$ cat src/rtl/lock_pkg.sv
// lock_pkg: shared types and default constants for the combination lock.
// Holds the FSM state encoding and the default parameter values used by
// lock_ctrl and code_det, plus a small helper for sizing the cycle counter.
package lock_pkg;

  typedef enum logic [2:0] {
    IDLE,
    ENTRY,
    CHECK,
    OPEN,
    ERR,
    LOCKOUT
  } lock_state_t;

  localparam int         DEF_CODE_LEN    = 5;
  localparam logic [4:0] DEF_CODE        = 5'b11001;
  localparam int         DEF_OPEN_CYC    = 16;
  localparam int         DEF_LOCK_CYC    = 64;
  localparam int         DEF_MAX_FAIL    = 3;
  localparam int         DEF_TIMEOUT_CYC = 32;

  // Largest of three durations; sizes the shared cycle counter.
  function automatic int max3(input int a, input int b, input int c);
    int m;
    m = (a > b) ? a : b;
    return (m > c) ? m : c;
  endfunction

endpackage

$ cat src/rtl/lock_ctrl_code_det.sv
// code_det: collects key bits and compares them with the secret code.
// Ports:
//   clk, reset  - clock, asynchronous active-low reset
//   en          - accept code_bit this cycle (shift + count)
//   code_bit    - one key bit; the first bit entered ends up in the MSB
//   clr         - discard the partial/complete entry
//   done        - the bit being accepted now completes the code
//   match       - registered: collected code equals CODE (valid one cycle
//                 after the last bit was shifted in)
module code_det
  import lock_pkg::*;
#(
  parameter int                  CODE_LEN = DEF_CODE_LEN,
  parameter logic [CODE_LEN-1:0] CODE     = DEF_CODE
) (
  input  logic clk,
  input  logic reset,
  input  logic en,
  input  logic code_bit,
  input  logic clr,
  output logic done,
  output logic match
);

  localparam int CNT_W = $clog2(CODE_LEN + 1);

  logic [CODE_LEN-1:0] code_reg;
  logic [CNT_W-1:0]    bit_cnt;

  // done looks at the accepting edge itself so the FSM can leave ENTRY on
  // the same edge that captures the final bit.
  assign done = en && (bit_cnt == CNT_W'(CODE_LEN - 1));

  // Shift register and bit counter. The comparator output is registered,
  // which is why the FSM spends two cycles in CHECK before acting on it.
  always_ff @(posedge clk or negedge reset) begin
    if (!reset) begin
      code_reg <= '0;
      bit_cnt  <= '0;
      match    <= 1'b0;
    end else begin
      match <= (code_reg == CODE);
      if (clr) begin
        code_reg <= '0;
        bit_cnt  <= '0;
      end else if (en) begin
        code_reg <= {code_reg[CODE_LEN-2:0], code_bit};
        bit_cnt  <= bit_cnt + CNT_W'(1);
      end
    end
  end

endmodule

$ cat src/rtl/lock_ctrl.sv
// lock_ctrl: serial-key combination lock with failure lockout.
// Ports:
//   clk, reset - clock, asynchronous active-low reset
//   key_valid  - key_bit is presented this cycle
//   key_bit    - one code bit
//   unlock     - door released (OPEN_CYC cycles)
//   alarm      - lockout active (LOCK_CYC cycles)
//   err        - one-cycle pulse after a wrong code
//   busy       - keys are ignored this cycle
//   fail_cnt   - consecutive wrong attempts, saturating at MAX_FAIL
module lock_ctrl
  import lock_pkg::*;
#(
  parameter int                  CODE_LEN    = DEF_CODE_LEN,
  parameter logic [CODE_LEN-1:0] CODE        = DEF_CODE,
  parameter int                  OPEN_CYC    = DEF_OPEN_CYC,
  parameter int                  LOCK_CYC    = DEF_LOCK_CYC,
  parameter int                  MAX_FAIL    = DEF_MAX_FAIL,
  parameter int                  TIMEOUT_CYC = DEF_TIMEOUT_CYC
) (
  input  logic       clk,
  input  logic       reset,
  input  logic       key_valid,
  input  logic       key_bit,
  output logic       unlock,
  output logic       alarm,
  output logic       err,
  output logic       busy,
  output logic [1:0] fail_cnt
);

  localparam int CNT_W = $clog2(max3(OPEN_CYC, LOCK_CYC, TIMEOUT_CYC) + 1);

  lock_state_t      state;
  logic [CNT_W-1:0] cyc;
  logic             det_en;
  logic             det_clr;
  logic             det_done;
  logic             det_match;
  logic             abort;
  logic [1:0]       fail_next;

  // Keys only reach the detector while an attempt can be collected.
  assign det_en = key_valid && ((state == IDLE) || (state == ENTRY));

  assign abort = (state == ENTRY) && !key_valid &&
                 (cyc == CNT_W'(TIMEOUT_CYC - 1));

  // Second CHECK cycle: the verdict is taken now, so the entry can go.
  assign det_clr = abort || ((state == CHECK) && (cyc != '0));

  assign fail_next = (fail_cnt >= 2'(MAX_FAIL)) ? 2'(MAX_FAIL)
                                                : fail_cnt + 2'd1;

  code_det #(
    .CODE_LEN (CODE_LEN),
    .CODE     (CODE)
  ) u_code_det (
    .clk      (clk),
    .reset    (reset),
    .en       (det_en),
    .code_bit (key_bit),
    .clr      (det_clr),
    .done     (det_done),
    .match    (det_match)
  );

  // Main FSM. Outputs are assigned on the same edge as the state they
  // belong to, so they are registered and track the state exactly. The
  // shared cycle counter restarts on every state change (and, in ENTRY,
  // on every accepted key, since the timeout measures idle gaps).
  always_ff @(posedge clk or negedge reset) begin
    if (!reset) begin
      state    <= IDLE;
      cyc      <= '0;
      unlock   <= 1'b0;
      alarm    <= 1'b0;
      err      <= 1'b0;
      busy     <= 1'b0;
      fail_cnt <= 2'd0;
    end else begin
      case (state)
        IDLE: begin
          cyc <= '0;
          if (key_valid) begin
            state <= ENTRY;
          end
        end

        ENTRY: begin
          if (key_valid) begin
            cyc <= '0;
            if (det_done) begin
              state <= CHECK;
              busy  <= 1'b1;
            end
          end else if (abort) begin
            state <= IDLE;
            cyc   <= '0;
          end else begin
            cyc <= cyc + CNT_W'(1);
          end
        end

        CHECK: begin
          if (cyc == '0) begin
            cyc <= CNT_W'(1);
          end else begin
            cyc <= '0;
            if (det_match) begin
              state    <= OPEN;
              unlock   <= 1'b1;
              fail_cnt <= 2'd0;
            end else if (fail_next == 2'(MAX_FAIL)) begin
              state    <= LOCKOUT;
              alarm    <= 1'b1;
              fail_cnt <= fail_next;
            end else begin
              state    <= ERR;
              err      <= 1'b1;
              fail_cnt <= fail_next;
            end
          end
        end

        OPEN: begin
          if (cyc == CNT_W'(OPEN_CYC - 1)) begin
            state  <= IDLE;
            cyc    <= '0;
            unlock <= 1'b0;
            busy   <= 1'b0;
          end else begin
            cyc <= cyc + CNT_W'(1);
          end
        end

        ERR: begin
          state <= IDLE;
          cyc   <= '0;
          err   <= 1'b0;
          busy  <= 1'b0;
        end

        LOCKOUT: begin
          if (cyc == CNT_W'(LOCK_CYC - 1)) begin
            state    <= IDLE;
            cyc      <= '0;
            alarm    <= 1'b0;
            busy     <= 1'b0;
            fail_cnt <= 2'd0;
          end else begin
            cyc <= cyc + CNT_W'(1);
          end
        end

        default: begin
          state  <= IDLE;
          cyc    <= '0;
          unlock <= 1'b0;
          alarm  <= 1'b0;
          err    <= 1'b0;
          busy   <= 1'b0;
        end
      endcase
    end
  end

endmodule

$ cat config.mk
export PLATFORM = sky130hd
export DESIGN_NAME = lock_ctrl
export DESIGN_NICKNAME = d
export VERILOG_FILES = /design/src/rtl/lock_pkg.sv /design/src/rtl/lock_ctrl_code_det.sv /design/src/rtl/lock_ctrl.sv
export SDC_FILE = /design/constraint.sdc
export NUM_CORES = 1
export LEC_CHECK = 0
export CAP_MARGIN = 5
export CORE_ASPECT_RATIO = 0.8
export CORE_MARGIN = 8
export CORE_UTILIZATION = 45
export CTS_CLUSTER_DIAMETER = 80
export DETAILED_ROUTE_END_ITERATION = 12
export HOLD_SLACK_MARGIN = 0.05
export PLACE_DENSITY_LB_ADDON = 0.3
export SYNTH_ARGS = -nofsm -noshare
export SYNTH_HDL_FRONTEND = slang
export SYNTH_SLANG_ARGS = --single-unit
$ cat constraint.sdc
create_clock -name clk -period 6.2 [get_ports clk]
set_clock_uncertainty 0.2 [all_clocks]
set_input_delay 1.24 -clock clk [delete_from_list [all_inputs] [get_ports clk]]
set_output_delay 1.24 -clock clk [all_outputs]
set_load 0.01 [all_outputs]
==> results.sh <==
export IMPL_synth_top_family_by_area="simple AND/OR/NAND/NOR gates"
export IMPL_maxSlewHeadroom=0.280
export IMPL_synthXorXnorAreaFrac=0.0319
export IMPL_cts_resized=0
export IMPL_vias=1033
export IMPL_netlist_area_um2=1370
export IMPL_cts_tree="yes"
export IMPL_syn_inst=137
export IMPL_numPortBuffers=9
export IMPL_clockBufferDepth=2
export IMPL_area_growth_pct=11.9
export IMPL_reg2reg_from="cyc[0]"
export IMPL_wl_per_cell_um=14.8
export IMPL_synth_top_area_cell="dfrtp_1"
export IMPL_grt_antenna_before_repair=0
export IMPL_post_cts_buffers=0
export IMPL_pwr_share_comb=0.442
export IMPL_hold_slack_ps=268
export IMPL_grt_max_degree=26
export IMPL_yosysSeqAreaShare=0.455
export IMPL_status="finished clean"
export IMPL_synth_compound_area_frac=0.176
export IMPL_critPathLaunchType="primary input"
export IMPL_maxCapViolCount=0
export IMPL_clkLatencyLatePin_ps=270
export IMPL_max_stage_delay_ps=550
export IMPL_synth_async_sr_flop_share=1.00
export IMPL_rrSetupSlack_ps=3950
export IMPL_p_switching_uw=275
export IMPL_crit_type="primary input to register"
export IMPL_cts_root_buf="clkbuf_8"
export IMPL_cp_slowest_cell="or4b_4"
export IMPL_synthAdderAreaFrac=0.0364
export IMPL_period_needed_ps=3020
export IMPL_fmax_ghz=0.331
export IMPL_p_total_uw=687
export IMPL_fin_crit_sh=0.487
export IMPL_clk_pin_slew_worst_paths_ps=80
export IMPL_grt_pass1_vias=1021
export IMPL_ys_ff_latch=25
export IMPL_crit_path_end_kind="register"
export IMPL_cts_buffers=3
export IMPL_regToRegEndpoint="state[0]"
export IMPL_holdBufCountCts=0
export IMPL_dieWidth_um=77.8
export IMPL_totalWireLength_mm=2.75
export IMPL_die_y_um=65.4
export IMPL_std_cell_rows=18
export IMPL_setup_viol=0
export IMPL_avgViaCountPerCell=5.55
export IMPL_tightestPinTransition_ps=1080
export IMPL_drc_errors=0
export IMPL_grt_use_total=0.116
export IMPL_switching_share=0.400
export IMPL_hold_viol_final=0
export IMPL_intPower_uw=413
export IMPL_mostFrequentLayoutCells="dfrtp_1 (25), nor2_1 (18), inv_1 (10)"
export IMPL_ir_drop_mv=0.158
export IMPL_start_util=0.459
export IMPL_reg2reg_depth=6
export IMPL_setup_tns_ps=0
export IMPL_seqPwrFrac=0.420
export IMPL_synth_net_count=145
export IMPL_layout_drive_gt1_share=0.0890
export IMPL_core_area_um2=3000
export IMPL_synthMuxAreaShare=0.0556
export IMPL_synth_top_area_frac=0.455
export IMPL_setup_worst_path_start="key_valid"
export IMPL_cts_sinks=25
export IMPL_io_pins=10
export IMPL_critPathArrivalTime_ps=2980
export IMPL_crit_chain="clkdlybuf4s50_1 -> or4b_4 -> a21oi_4 -> nor3b_4 -> o21ai_2 -> mux2_4"
export IMPL_p_per_area_nw_per_um2=447
export IMPL_dr_pass1_iters=4
export IMPL_hpwl_mm=2.05
export IMPL_synth_edf_count=0
export IMPL_grt_remaining_overflow=0
export IMPL_initialDrtViolationCount=94
export IMPL_cp_max_fo=6
export IMPL_leakage_uw=0.000659
export IMPL_cp_required_ps=6160
export IMPL_num_antenna_cells=0
export IMPL_largest_register_ffs=7
export IMPL_final_nets=155
export IMPL_ant_nets=0
export IMPL_ys_types=43
export IMPL_ys_flop_type="dfrtp_1"
export IMPL_yosysWarnings=0
export IMPL_maxSlewViolCount=0
export IMPL_cts_htree_levels=1
export IMPL_mostFrequentLayoutCell="dfrtp_1"
export IMPL_synth_area_leaders="dfrtp_1 (46%), nor2_1 (4.9%), ha_1 (3.6%), mux2i_1 (3.6%), a21oi_1 (3.3%)"
export IMPL_nFillCells=289
export IMPL_hold_class="register to register"
export IMPL_syn_avg_cell_area_um2=10.0
export IMPL_grt_pass1_wl_mm=4.81
export IMPL_endpoint="state[0]"
export IMPL_clkPwrFrac=0.138
export IMPL_dieArea_um2=5090
export IMPL_finalWeightedCongestion=0.780
export IMPL_grt_setup_unrepaired="false"
export IMPL_yosys_area_share_simple=0.197
metal layers:
layer	GRT usage	wire, µm
met5	0	0
met4	0.0282	22
met3	0.0395	153
met2	0.183	1230
met1	0.149	1340
per-stage QoR:
step,instance area (µm²),cells,setup WS [ps],utilization
after floorplan,1370,137,3510,-
after global placement,1490,182,2930,0.498
after detailed placement,1490,182,2900,0.498
after CTS,1540,186,3190,0.513
after global routing,1540,186,3100,0.513
final,1540,186,3180,0.513
worst min path at each step:
stage | from | end | slack [ps] | depth (start not counted)
after floorplan | u_code_det.code_reg[2] | u_code_det.match | 220 | 1
after global placement | u_code_det.code_reg[2] | u_code_det.match | 260 | 1
after detailed placement | u_code_det.code_reg[2] | u_code_det.match | 260 | 1
after CTS | u_code_det.code_reg[2] | u_code_det.match | 270 | 1
after global routing | u_code_det.code_reg[2] | u_code_det.match | 290 | 1
final | u_code_det.code_reg[2] | u_code_det.match | 270 | 1
worst max-delay path, delay by kind of cell:
family / cells / cell delay, ps
multiplexers: 1 / 320
AND/OR/NAND/NOR: 2 / 640
buffers and inverters: 1 / 490
AO/OA/AOI/OAI: 2 / 280
power by group through the flow:
stage | Clock [µW] | Combinational (µW) | Sequential (µW)
6_report | 95.0 | 304 | 289
4_1_cts | 99.1 | 305 | 288
3_5_place_dp | 0 | 305 | 291
5_1_grt | 107 | 338 | 298
2_1_floorplan | 0 | 242 | 263
3_3_place_gp | 0 | 294 | 287
synth_stat cells (all sizes together) (2+ instances only):
| master | instances |
|---|---|
| o31ai | 3 |
| mux2 | 2 |
| nand3b | 2 |
| and3 | 3 |
| xnor2 | 3 |
| o22a | 2 |
| buf | 3 |
| inv | 10 |
| nor3 | 3 |
| dfrtp | 25 |
| clkbuf | 2 |
| a41oi | 2 |
| nand4 | 2 |
| a21oi | 10 |
| xor2 | 2 |
| mux2i | 5 |
| nor3b | 2 |
| nand2 | 9 |
| o22ai | 3 |
| nand3 | 3 |
| o21ai | 6 |
| nor2 | 18 |
| ha | 4 |
| or3 | 2 |
cells by family after synthesis:
group,after synthesis
simple gates,49
compound gates,32
flops,25
buf+inv,15
mux,7
xor+xnor,5
fa+ha+maj,4
final cells by class:
| type | instances | area (µm²) | area share |
|---|---|---|---|
| Timing Repair Buffer | 10 | 97.6 | 0.0635 |
| Sequential cell | 25 | 626 | 0.407 |
| Multi-Input combinational cell | 97 | 682 | 0.443 |
| Clock buffer | 4 | 45.0 | 0.0293 |
| Inverter | 10 | 37.5 | 0.0244 |
| Tap cell | 40 | 50.0 | 0.0325 |
No activity file was read; power rests on OpenSTA's default activity.
